$ cat src/rtl/fetch_stage_ctrl.sv
// Fetch stage and IF/ID pipeline register: PC sequencing, sync imem addressing,
// and D-stage capture with bubble insertion on flush, redirect, boot and error.
//
// state | meaning
// BOOT  | first cycle after reset release, fetched word not yet valid
// RUN   | normal sequential fetch
// ERR   | halted after a misaligned redirect, left only through reset
module fetch_stage_ctrl #(
  parameter int              XLEN     = 32,
  parameter logic [XLEN-1:0] RESET_PC = '0
) (
  input  logic            clk,
  input  logic            reset,
  input  logic            stallF,
  input  logic            stallD,
  input  logic            flushD,
  input  logic            branch_sig,
  input  logic [XLEN-1:0] branch_target,
  output logic [XLEN-1:0] imem_addr,
  input  logic [XLEN-1:0] imem_rdata,
  output logic [XLEN-1:0] pcF,
  output logic [XLEN-1:0] instrD,
  output logic [XLEN-1:0] pcD,
  output logic [XLEN-1:0] pc_plus4D,
  output logic            validD,
  output logic            fetch_err,
  output logic [31:0]     fetch_count
);

  localparam logic [XLEN-1:0] NOP  = XLEN'(32'h0000_0013);
  localparam logic [XLEN-1:0] FOUR = XLEN'(4);

  typedef enum logic [1:0] {BOOT, RUN, ERR} state_t;

  state_t          state, state_nxt;
  logic [XLEN-1:0] pc_nxt;
  logic            err_set;
  logic            misaligned;
  logic            deliver;

  assign misaligned = branch_target[1:0] != 2'b00;

  always_comb begin
    state_nxt = state;
    pc_nxt    = pcF;
    err_set   = 1'b0;
    unique case (state)
      BOOT:    state_nxt = RUN;
      RUN:     state_nxt = RUN;
      default: state_nxt = ERR;
    endcase
    // Once halted, redirects are ignored so the error PC stays visible.
    if (state != ERR && branch_sig) begin
      if (misaligned) begin
        state_nxt = ERR;
        err_set   = 1'b1;
      end else begin
        pc_nxt = branch_target;
      end
    end else if (!stallF && state == RUN) begin
      pc_nxt = pcF + FOUR;
    end
  end

  assign imem_addr = reset ? pc_nxt : RESET_PC;
  assign deliver   = state == RUN && !branch_sig;

  always_ff @(posedge clk or negedge reset) begin
    if (!reset) begin
      state     <= BOOT;
      pcF       <= RESET_PC;
      fetch_err <= 1'b0;
    end else begin
      state <= state_nxt;
      pcF   <= pc_nxt;
      if (err_set) fetch_err <= 1'b1;
    end
  end

  always_ff @(posedge clk or negedge reset) begin
    if (!reset) begin
      instrD      <= NOP;
      pcD         <= '0;
      pc_plus4D   <= FOUR;
      validD      <= 1'b0;
      fetch_count <= '0;
    end else if (flushD || (!stallD && !deliver)) begin
      instrD    <= NOP;
      pcD       <= pcF;
      pc_plus4D <= pcF + FOUR;
      validD    <= 1'b0;
    end else if (!stallD) begin
      instrD      <= imem_rdata;
      pcD         <= pcF;
      pc_plus4D   <= pcF + FOUR;
      validD      <= 1'b1;
      fetch_count <= fetch_count + 32'd1;
    end
  end

endmodule
$ cat config.mk
export PLATFORM = sky130hd
export DESIGN_NAME = fetch_stage_ctrl
export DESIGN_NICKNAME = d
export VERILOG_FILES = /design/src/rtl/fetch_stage_ctrl.sv
export SDC_FILE = /design/constraint.sdc
export NUM_CORES = 1
export LEC_CHECK = 0
export ABC_AREA = 1
export BUFFER_PORTS_ARGS = -buffer_cell sky130_fd_sc_hd__buf_2
export CORE_ASPECT_RATIO = 0.9
export CORE_MARGIN = 4
export CORE_UTILIZATION = 46
export CTS_BUF_LIST = sky130_fd_sc_hd__clkbuf_16
export DETAILED_ROUTE_END_ITERATION = 6
export GPL_TIMING_DRIVEN = 0
export MAX_ROUTING_LAYER = met4
export PLACE_DENSITY_LB_ADDON = 0.25
export SYNTH_ARGS = -nofsm -noshare
export SYNTH_HDL_FRONTEND = slang
export SYNTH_SLANG_ARGS = --single-unit
export TNS_END_PERCENT = 1
$ cat constraint.sdc
create_clock -name clk -period 1.6 [get_ports clk]
set_input_delay 0.32 -clock clk [delete_from_list [all_inputs] [get_ports clk]]
set_output_delay 0.32 -clock clk [all_outputs]
set_load 0.02 [all_outputs]
==> impl_summary.md <==
Clock tree
Clock-pin slew was measured on the worst setup and hold paths at ~0.06 ns. The number of CTS-inserted buffers is 17. The cell at the root of the clock tree is sky130_fd_sc_hd__clkbuf_16. TritonCTS built the clock tree.

The H-tree depth is 4. For this design, the sink count on the clock tree is 162. The latest clock arrival within the worst-skew pair is 0.43 ns.

No sink is reached through more buffers than the 2 on the longest clock path.

Route
Dividing the detail-routed wire length by the instance count gives 18.4 µm. Dividing the detail-routed via count by the number of cells gives 5.42. The count of nets left with antenna violations once routing finished came out at 0. The first-pass detailed-route iteration total is 6. The post-route DRC violation count is 0. The total number of vias is 8479.

The final wirelength is 28700 µm. The first routing iteration left 721 violations.

Die
The floorplan step defined a die boundary enclosing 19800 µm². The die height is approximately 130 µm. After floorplanning, the core was sized to cover 17100 µm².

After floorplanning, the core was divided into 45 placement rows. For this configuration, the core starts out at a cell density of between 40 and 50%. In this run the horizontal extent of the chip is 148 µm. The I/O pin total is 264.

Timing
Subtracting the final worst setup slack from the clock period gives 2.43 ns. The final-report setup violation count is 44. The largest clock skew in the final design is 0.0103 ns. The max-slew violation count was 0. The final worst-path cycle share is 152%. Based on the critical path, the design can be clocked at up to 412 MHz. The headroom to the max-slew limit is 51.6%. At the pin with the least slew margin, the transition time is 0.727 ns. The count of final hold-check violations was 72.

The smallest setup slack after layout is -0.828 ns. Setup repair after global routing could not meet its margin everywhere. The smallest hold slack is -0.225 ns.

Place
The routability congestion estimate is 0.930. After detailed placement, the total cell area comes to 10000 µm². The worst setup slack after placement is -1.19 ns.

Input and output buffers added on the ports amount to about 260. The total half-perimeter wirelength after legalization and detailed placement is 20600 µm.

Setup path
The startpoint of the lowest-slack register-to-register path is pcF[2]$_DFF_PN0_. The critical path data arrival time is 2.11 ns. The worst setup path is of the reg -> out kind. The nature of the critical path endpoint is an output pin. STA classifies the critical path startpoint as a register.

Along the worst path, the maximum fanout reaches 5. The critical path starts at pcF[2]$_DFF_PN0_. The data required time of the worst path is ~1.3 ns.

Power
The maximum resistive drop on vdd is 1.12 mV. The leakage dissipation is 5.73 nW. Power spread over the standard cell area amounts to about 1600 nW/µm².

After layout, the design draws a total of about 18 mW.

Min path
The worst hold path class is in -> async.

Global route
The global-route met1 utilization is 38.5%. After global routing, the most crowded layer is met2. The initial antenna violation count came to 1. The met2 capacity usage during global routing is 45.7%. The number of global-route vias before repair is 8220. For met3 alone, demand over resource in global routing was 6.45%. The first global-routing pass estimated 44000 µm of wire. The global-route congestion overflow total is 0. The maximum number of pins on one net before global-route repair is 79. Across every metal layer, demand over resource in global routing totals 29.1%.

Yosys
In the post-synthesis netlist, the biggest area contributors are sky130_fd_sc_hd__dfrtp_1 (49%), sky130_fd_sc_hd__nand2_1 (14%), sky130_fd_sc_hd__nor2_1 (4.2%), sky130_fd_sc_hd__a21oi_1 (3.5%), sky130_fd_sc_hd__inv_1 (3.5%). The leading area contributor after synthesis is sky130_fd_sc_hd__dfrtp_1. The total of flip-flops plus latches after synthesis is 162.

The synthesized instance count is 1001. In the synthesized netlist the async set-or-reset flop fraction comes to 100%. The area share of xor/xnor cells in the synthesized design is 3.24%. The number of enable flip-flop cells after synthesis is 0. By area, the combinational part of the netlist is dominated by simple AND/OR/NAND/NOR gates. Counting instances in the post-synthesis netlist gives the leading cell types as sky130_fd_sc_hd__nand2_1 (303), sky130_fd_sc_hd__dfrtp_1 (158), sky130_fd_sc_hd__nor2_1 (91). The mean instance size in the synthesized netlist is 8.11 µm².

After synthesis the cells add up to around 8100 µm². The area fraction in compound gates after synthesis is 14.4%. For this run, the number of Yosys warnings is 0. The most used flip-flop cell after synthesis is sky130_fd_sc_hd__dfrtp_1. After Yosys synthesis, full adders, half adders and majority gates account for 0.308% of the synthesized area. Multiplexer cells account for 0% of the synthesized area. The most common cell in the synthesized netlist is sky130_fd_sc_hd__nand2_1. Summing the sequential cell areas from Yosys gives between 40% and 50% of the chip area. Of the total synthesized cell area, the portion taken by AND, OR, NAND and NOR gates is 25.5%. The unique cell type count in the Yosys netlist is 35.

The synthesized design devotes to its leading area cell type 48.7% of total area. The number of nets handed over by synthesis was 1073.

Finish
The share of layout cells above drive strength 1 is ~42%. The count of nets after finishing is 1387. Cells fill between 60 and 70% of the core in the end. From synthesis to final layout, the design area changed by 42.5%.

The cell area after layout is 11600 µm².

Status
The run finished, with violations left. The checks that failed: negative hold slack, negative setup slack.

Job
The count of maximum capacitance violations is 0.
worst max-delay path, stage by stage, from the launching register on:
cell	delay [ns]
sky130_fd_sc_hd__dfrtp_2	0.44
sky130_fd_sc_hd__inv_1	0.16
sky130_fd_sc_hd__nor2_4	0.17
sky130_fd_sc_hd__nand2_2	0.10
sky130_fd_sc_hd__nor2_4	0.21
sky130_fd_sc_hd__nand3_2	0.11
sky130_fd_sc_hd__nand3_2	0.10
sky130_fd_sc_hd__nand2_2	0.08
sky130_fd_sc_hd__a21oi_4	0.17
sky130_fd_sc_hd__buf_6	0.14
kinds of logic (layout without fill, tap and decap cells):
group,after synthesis,count (layout)
adders and majority gates,2,2
xor gates and xnor gates,30,30
AOI/OAI and AO/OA,190,190
DFF,162,162
buffers and inverters,126,452
and+or+nand+nor,491,491
other,0,1
state kept, by name (all words and copies together), names as in the netlist:
name         flops
validD           1
instrD          32
pcF             32
state            2
pc_plus4D       30
pcD             32
fetch_count     32
fetch_err        1
repair_timing:
item | in CTS | in global routing
gates cloned | 1 | 0
endpoints found under the setup margin | 69 | 85
pin swaps | 22 | 24
endpoints found under the hold margin | 72 | 72
setup buffers | 26 | 4
resized for setup | 162 | 81
layer usage:
layer,routed length [µm],share of wire [%]
met1,12000,42
met2,13600,48
met5,0,0
met3,2590,9.0
met4,539,1.9
layout make-up:
type | count | area [µm²]
Clock inverter | 14 | 126
Timing Repair Buffer | 295 | 1750
Clock buffer | 17 | 425
Inverter | 82 | 308
Fill cell | 1412 | 5550
Buffer | 44 | 315
Tap cell | 235 | 294
Sequential cell | 162 | 4100
Multi-Input combinational cell | 713 | 4250
Antenna cell | 1 | 2.50
layout by cell type (no fill, tap or decap), types with 7 or more instances in the layout:
master	synthesis	routed
sky130_fd_sc_hd__buf_2	16	246
sky130_fd_sc_hd__nand2_4	2	8
sky130_fd_sc_hd__nand2_2	4	22
sky130_fd_sc_hd__a21oi_4	0	15
sky130_fd_sc_hd__a22o_1	29	29
sky130_fd_sc_hd__o21ai_2	1	7
sky130_fd_sc_hd__a22oi_2	0	22
sky130_fd_sc_hd__dfrtp_2	0	30
sky130_fd_sc_hd__buf_6	4	23
sky130_fd_sc_hd__xor2_1	25	24
sky130_fd_sc_hd__o21ai_0	49	34
sky130_fd_sc_hd__dfrtp_1	158	128
sky130_fd_sc_hd__nand2_1	303	279
sky130_fd_sc_hd__inv_2	7	8
sky130_fd_sc_hd__a22oi_1	29	7
sky130_fd_sc_hd__nand3_2	2	7
sky130_fd_sc_hd__a21oi_2	0	20
sky130_fd_sc_hd__nor2_4	6	20
sky130_fd_sc_hd__clkbuf_16	0	17
sky130_fd_sc_hd__inv_1	75	76
sky130_fd_sc_hd__clkbuf_1	19	11
sky130_fd_sc_hd__a31oi_1	19	18
sky130_fd_sc_hd__a21oi_1	57	22
sky130_fd_sc_hd__nand3_1	51	45
sky130_fd_sc_hd__o21ai_1	2	10
sky130_fd_sc_hd__nor2_2	7	22
sky130_fd_sc_hd__nor3_1	12	8
sky130_fd_sc_hd__buf_4	4	46
sky130_fd_sc_hd__nor2_1	91	62
power breakdown:
part,internal (mW),switching [mW]
logic,2.79,4.97
clock network,2.25,1.65
registers,5.26,1.20
total,10.3,7.82
worst paths after layout:
path	slack [ns]	endpoint	cells after the start
worst max-delay path	-0.83	imem_addr[31]	9
worst min-delay path	-0.23	instrD[3]$_DFFE_PN0P_	1
worst max register to register	-0.82	pc_plus4D[22]$_DFFE_PN0P_	17
worst min register to register	0.48	pc_plus4D[10]$_DFFE_PN0P_	2
max in group asynchronous	1.05	pcF[10]$_DFF_PN0_	2
min in group clk	0.12	instrD[13]$_DFFE_PN0P_	2
per-stage QoR:
stage | cells | setup TNS (ns)
6_report | 1563 | -25.54
5_1_grt | 1563 | -30.02
4_1_cts | 1558 | -24.33
3_5_place_dp | 1500 | -58.78
3_3_place_gp | 1499 | -496.78
2_1_floorplan | 1001 | -5.80
Note: power is estimated with default switching activity, not from simulation.
